## src/rtl/eeprom_pkg.sv

```systemverilog
// Shared definitions for the SPI EEPROM logging path: FSM state encodings,
// EEPROM opcodes and the status-register WIP bit position.
package eeprom_pkg;

  typedef enum logic [2:0] {
    S_IDLE,
    S_START,
    S_WAIT_WR,
    S_GAP,
    S_POLL,
    S_NEXT,
    S_FULL,
    S_ERR
  } sched_state_t;

  typedef enum logic [2:0] {
    P_IDLE,
    P_CMD,
    P_CMD_W,
    P_RD,
    P_RD_W,
    P_CHK
  } poll_state_t;

  localparam logic [7:0] OP_RDSR  = 8'h05;
  localparam logic [7:0] OP_WREN  = 8'h06;
  localparam logic [7:0] OP_WRITE = 8'h02;
  localparam logic [7:0] OP_DUMMY = 8'h00;

  localparam int unsigned WIP_BIT = 0;

endpackage

```

## src/rtl/eeprom_status_poller.sv

```systemverilog
// Status poller: issues one RDSR opcode, then keeps clocking dummy bytes
// (continuous RDSR) until WIP clears. Optional poll limit under the
// POLL_TIMEOUT_EN macro; without it the poller never gives up.
module eeprom_status_poller
  import eeprom_pkg::*;
#(
  parameter int unsigned MAX_POLLS = 1000
) (
  input  logic       clk,
  input  logic       rst,
  input  logic       start,
  input  logic       spi_done,
  input  logic [7:0] spi_rx,
  output logic       spi_load,
  output logic [7:0] spi_tx,
  output logic       ncs,
  output logic       ready,
  output logic       timeout
);

  poll_state_t state;
  logic        wip;

  // Only the WIP bit of the status byte matters here.
  logic unused_rx;
  assign unused_rx = ^spi_rx;

`ifdef POLL_TIMEOUT_EN
  localparam int unsigned CW = $clog2(MAX_POLLS + 1);
  logic [CW-1:0] poll_cnt;

  assign timeout = (state == P_CHK) && wip && (poll_cnt == CW'(MAX_POLLS));
`else
  localparam int unsigned unused_max_polls = MAX_POLLS;

  assign timeout = 1'b0;
`endif

  // ready is combinational so the scheduler leaves POLL in the CHK cycle.
  assign ready = (state == P_CHK) && !wip;

  // Poll sequencer with registered SPI strobes and chip select.
  always_ff @(posedge clk or posedge rst) begin
    if (rst) begin
      state    <= P_IDLE;
      spi_load <= 1'b0;
      spi_tx   <= OP_DUMMY;
      ncs      <= 1'b1;
      wip      <= 1'b0;
`ifdef POLL_TIMEOUT_EN
      poll_cnt <= '0;
`endif
    end else begin
      spi_load <= 1'b0;
      case (state)
        P_IDLE:  if (start) state <= P_CMD;
        P_CMD: begin
          ncs      <= 1'b0;
          spi_tx   <= OP_RDSR;
          spi_load <= 1'b1;
          state    <= P_CMD_W;
        end
        P_CMD_W: if (spi_done) state <= P_RD;
        P_RD: begin
          spi_tx   <= OP_DUMMY;
          spi_load <= 1'b1;
          state    <= P_RD_W;
        end
        P_RD_W: if (spi_done) begin
          wip   <= spi_rx[WIP_BIT];
`ifdef POLL_TIMEOUT_EN
          poll_cnt <= poll_cnt + 1'b1;
`endif
          state <= P_CHK;
        end
        P_CHK: begin
          if (!wip || timeout) begin
            ncs   <= 1'b1;
`ifdef POLL_TIMEOUT_EN
            poll_cnt <= '0;
`endif
            state <= P_IDLE;
          end else begin
            state <= P_RD;
          end
        end
        default: state <= P_IDLE;
      endcase
    end
  end

endmodule

```

## src/rtl/eeprom_page_scheduler.sv

```systemverilog
// Page scheduler: launches a page write per full buffer, hands the SPI
// engine to the status poller after a chip-select gap, then advances the
// page address until memory is full. Optional macro POLL_TIMEOUT_EN adds
// the stuck-device timeout and the sticky err flag.
module eeprom_page_scheduler
  import eeprom_pkg::*;
#(
  parameter int unsigned PAGE_AW   = 8,
  parameter int unsigned NUM_PAGES = 256,
  parameter int unsigned MAX_POLLS = 1000,
  parameter int unsigned CS_GAP    = 4
) (
  input  logic               clk,
  input  logic               rst,
  input  logic               page_ready,
  output logic               wr_start,
  input  logic               wr_page_done,
  output logic               bus_sel,
  output logic               spi_load,
  output logic [7:0]         spi_tx,
  input  logic               spi_done,
  input  logic [7:0]         spi_rx,
  output logic               ncs,
  output logic [PAGE_AW-1:0] page_addr,
  output logic               busy,
  output logic               mem_full,
  output logic               err
);

  localparam int unsigned GW = (CS_GAP > 1) ? $clog2(CS_GAP) : 1;
  localparam logic [PAGE_AW-1:0] LAST_PAGE = PAGE_AW'(NUM_PAGES - 1);

  sched_state_t  state;
  logic [GW-1:0] gap_cnt;
  logic          poll_start;
  logic          poll_ready;
  logic          poll_timeout;

  assign poll_start = (state == S_GAP) && (gap_cnt == '0);

`ifndef POLL_TIMEOUT_EN
  logic unused_timeout;
  assign unused_timeout = poll_timeout;
  assign err = 1'b0;
`endif

  eeprom_status_poller #(
    .MAX_POLLS (MAX_POLLS)
  ) u_poller (
    .clk      (clk),
    .rst      (rst),
    .start    (poll_start),
    .spi_done (spi_done),
    .spi_rx   (spi_rx),
    .spi_load (spi_load),
    .spi_tx   (spi_tx),
    .ncs      (ncs),
    .ready    (poll_ready),
    .timeout  (poll_timeout)
  );

  // Page sequencing FSM with registered outputs; wr_start is raised on entry
  // to START so it is high for exactly the START cycle.
  always_ff @(posedge clk or posedge rst) begin
    if (rst) begin
      state     <= S_IDLE;
      wr_start  <= 1'b0;
      bus_sel   <= 1'b0;
      page_addr <= '0;
      busy      <= 1'b0;
      mem_full  <= 1'b0;
      gap_cnt   <= '0;
`ifdef POLL_TIMEOUT_EN
      err       <= 1'b0;
`endif
    end else begin
      wr_start <= 1'b0;
      case (state)
        S_IDLE: if (page_ready) begin
          wr_start <= 1'b1;
          busy     <= 1'b1;
          state    <= S_START;
        end
        S_START: state <= S_WAIT_WR;
        S_WAIT_WR: if (wr_page_done) begin
          bus_sel <= 1'b1;
          gap_cnt <= GW'(CS_GAP - 1);
          state   <= S_GAP;
        end
        S_GAP: begin
          if (gap_cnt == '0) state <= S_POLL;
          else               gap_cnt <= gap_cnt - 1'b1;
        end
        S_POLL: begin
          if (poll_ready) begin
            bus_sel <= 1'b0;
            state   <= S_NEXT;
          end
`ifdef POLL_TIMEOUT_EN
          else if (poll_timeout) begin
            bus_sel <= 1'b0;
            err     <= 1'b1;
            busy    <= 1'b0;
            state   <= S_ERR;
          end
`endif
        end
        S_NEXT: begin
          busy <= 1'b0;
          if (page_addr == LAST_PAGE) begin
            mem_full <= 1'b1;
            state    <= S_FULL;
          end else begin
            page_addr <= page_addr + 1'b1;
            state     <= S_IDLE;
          end
        end
        S_FULL, S_ERR: ;
        default: state <= S_IDLE;
      endcase
    end
  end

endmodule

```

## config.mk

```make
export PLATFORM = sky130hd
export DESIGN_NAME = eeprom_page_scheduler
export DESIGN_NICKNAME = d
export VERILOG_FILES = /design/src/rtl/eeprom_pkg.sv /design/src/rtl/eeprom_status_poller.sv /design/src/rtl/eeprom_page_scheduler.sv
export SDC_FILE = /design/constraint.sdc
export NUM_CORES = 1
export LEC_CHECK = 0
export ABC_AREA = 1
export BUFFER_PORTS_ARGS = -buffer_cell sky130_fd_sc_hd__buf_2
export CELL_PAD_IN_SITES_DETAIL_PLACEMENT = 0
export CELL_PAD_IN_SITES_GLOBAL_PLACEMENT = 1
export CORE_ASPECT_RATIO = 1.25
export CORE_MARGIN = 1.5
export CORE_UTILIZATION = 33
export CTS_CLUSTER_SIZE = 30
export DETAILED_ROUTE_END_ITERATION = 7
export PLACE_DENSITY_LB_ADDON = 0.1
export SLEW_MARGIN = 40
export SYNTH_ARGS = -nofsm -noshare
export SYNTH_HDL_FRONTEND = slang
export SYNTH_SLANG_ARGS = --single-unit
```

## constraint.sdc

```tcl
create_clock -name clk -period 1.28 [get_ports clk]
set_input_delay 0.064 -clock clk [delete_from_list [all_inputs] [get_ports clk]]
set_output_delay 0.064 -clock clk [all_outputs]
set_load 0.005 [all_outputs]
```

==> flow_metrics.tcl <==
set metrics [dict create \
    status "finished with violations" \
    violations "negative setup slack" \
    worst-r2r-setup-slack_ps -5 \
    die_area_um2 4450 \
    clockBufferDepth 2 \
    first_global_vias 1191 \
    cap_viol_max_count 0 \
    htreeDepth 1 \
    syn_area_um2 1340 \
    seqPwrFrac 0.353 \
    cp-start-kind "flip-flop" \
    synthDistinctLibCells 29 \
    maxSlewViolCount 0 \
    fin_worst_skew_ps 2.45 \
    hold_viol 0 \
    timing_worst_setup_path_type "reg2reg" \
    grt.overflow.total 0 \
    ff2ff_path_depth 7 \
    peakVddDrop_mv 0.695 \
    finalPower_mw 3.36 \
    synth_edf_count 0 \
    p_int_mw 2.09 \
    fp.dieW_um 60.0 \
    placementRows 25 \
    min_from "spi_rx[0]" \
    reg2reg_from "page_addr[0]" \
    syn_to_final_growth_pct 30.7 \
    multi_input_area_um2 628 \
    finalCritPeriodShare 1.00 \
    synth_top_area_frac 0.430 \
    grt_max_degree 25 \
    regArea_um2 603 \
    first_iter_violations 38 \
    cts_buffers 3 \
    start_util 0.348 \
    place_congestion 0.786 \
    postSynthCellCount 173 \
    drive_above_1_share 0.317 \
    cts_tree "built" \
    place_ws_ps -20.1 \
    wl_per_cell_um 10.3 \
    nFillCells 414 \
    routed_wl_mm 2.81 \
    synth_area_per_cell_um2 7.74 \
    end_kind "flip-flop" \
    nets 234 \
    rsz0062_at_grt "yes" \
    vias_per_cell 4.42 \
    io_buffers 21 \
    p_sw_mw 1.27 \
    antenna_found_initial 0 \
    critPathArrivalTime_ps 1450 \
    synth_top_cells_by_area "dfrtp_1, nand2_1, inv_1" \
    leakage_nw 0.941 \
    detail-route-antenna-nets 0 \
    dr.pass1.iters 4 \
    synth-seq-cells 24 \
    synth_ff_type "dfrtp_1" \
    diodes 0 \
    clock_sinks 24 \
    min_to "u_poller.wip" \
    rr_endpoint "page_addr[0]" \
    critical_path_peak_fanout 5 \
    cp_data_required_time_ps 1440 \
    clock_power_share 0.201 \
    power.density_nw_per_um2 1920 \
    period_minus_slack_ps 1290 \
    p_sw_frac 0.378 \
    drc_errors 0 \
    die_h_um 74.2 \
    dr_total_vias 1203 \
    min_path_type "in2reg" \
    combinationalPowerShare 0.447 \
    root_buffer "clkbuf_8" \
    setup_violations 1 \
    pin_count 36 \
    yosysMostFrequentCell "nand2_1" \
    hpwl_mm 2.20 \
    async_flop_share 1.00 \
    yosysTopAreaCell "dfrtp_1" \
    synth_common_cells "nand2_1, dfrtp_1, inv_1" \
    clk_latency_ps 270 \
    cts.clk_slew.worst_paths_ps 90 \
    fmax_ghz 0.778 \
    track_usage 0.147 \
    hold_depth 3 \
    core_area_um2 3850 \
    grt_pass1_wl_mm 4.97 \
    seq_area_frac_synth 0.450 \
    layout_setup_ws_ps -5.02 \
    yosys_warnings 0 \
]
## area by class of cell
cell class | instances | share of cell area
Clock buffer | 3 | 0.0236
Clock inverter | 1 | 0.0172
Inverter | 27 | 0.0608
Multi-Input combinational cell | 120 | 0.359
Sequential cell | 24 | 0.345
Tap cell | 54 | 0.0386
Timing Repair Buffer | 42 | 0.152
Timing Repair inverter | 1 | 0.00500
## layer usage
metal	track usage	vias to the layer above	wire, um
li1	-	624	-
met1	0.168	554	1230
met2	0.257	20	1440
met3	0.0243	5	84
met4	0.0815	0	59
met5	0	-	0
## worst max-delay path, cell delays in order, from the launching register on
cell	delay, ps
dfrtp_1	410
ha_2	200
inv_2	70
nor2_4	50
nand2_2	80
nand2_4	90
buf_4	150
xor2_1	130
## power groups by stage
stage	Sequential (mW)	Clock, mW	Combinational, mW
floorplan	1.21	0	0.873
global placement	1.18	0	1.40
detailed placement	1.20	0	1.42
CTS	1.19	0.698	1.46
global route	1.23	0.724	1.73
finish	1.19	0.674	1.50
## cell usage in the layout, fill, tap and decap left out, types with 3 or more instances in the layout
cell type / count
nand2_1: 48
inv_1: 22
dfrtp_1: 22
buf_2: 21
buf_4: 20
nand3_1: 11
nor2_1: 11
conb_1: 7
o21ai_1: 5
nor3_1: 5
nor2_2: 4
inv_2: 4
nand2_2: 3
nand3b_1: 3
clkbuf_8: 3
## flip-flops by register name, summed over array words and instances (netlist names)
| name | flops |
|---|---|
| page_addr | 8 |
| state | 3 |
| u_poller.state | 3 |
| gap_cnt | 2 |
| bus_sel | 1 |
| busy | 1 |
| mem_full | 1 |
| u_poller.ncs | 1 |
| u_poller.spi_load | 1 |
| u_poller.spi_tx | 1 |
| u_poller.wip | 1 |
| wr_start | 1 |
## worst max path at each step
stage,cells after the start,to,slack [ps],startpoint
finish,7,page_addr[0],-5,page_addr[0]
global route,8,page_addr[4],-100,page_addr[0]
CTS,8,page_addr[7],-10,page_addr[0]
detailed placement,8,page_addr[7],-20,page_addr[0]
global placement,7,state[0],-4,state[1]
floorplan,8,page_addr[6],3,page_addr[1]
## cell families (layout without fill, tap and decap cells)
group / count (synthesis) / in the layout / share of synthesized area
AND/OR/NAND/NOR: 95 / 95 / 0.330
buffers and inverters: 35 / 74 / 0.124
flip-flops: 24 / 24 / 0.450
AO/OA/AOI/OAI: 14 / 14 / 0.0617
adder cells (fa/ha/maj): 2 / 2 / 0.0187
XOR/XNOR: 2 / 2 / 0.0131
other: 1 / 7 / 0.00280
## per-stage QoR
| step | std cells | utilization | TNS [ps] | cell area, um^2 | hold slack [ps] |
|---|---|---|---|---|---|
| 2_1_floorplan | 179 | - | 0 | 1370 | 77.9 |
| 3_3_place_gp | 264 | 0.420 | -10.3 | 1610 | 127 |
| 3_5_place_dp | 264 | 0.420 | -75.0 | 1610 | 130 |
| 4_1_cts | 270 | 0.446 | -23.8 | 1720 | 2.30 |
| 5_1_grt | 272 | 0.455 | -812 | 1750 | 17.9 |
| 6_report | 272 | 0.455 | -5.02 | 1750 | 5.83 |
## repair_timing
item / 4_1_cts / 5_1_grt
pin swaps: 3 / 3
endpoints found under the setup margin: 10 / 10
resized for setup: 7 / 8
cloned: 1 / 0
hold buffers: 1 / 0
endpoints found under the hold margin: 23 / 0
setup buffers: 0 / 2
No activity file was read; power rests on OpenSTA's default activity.
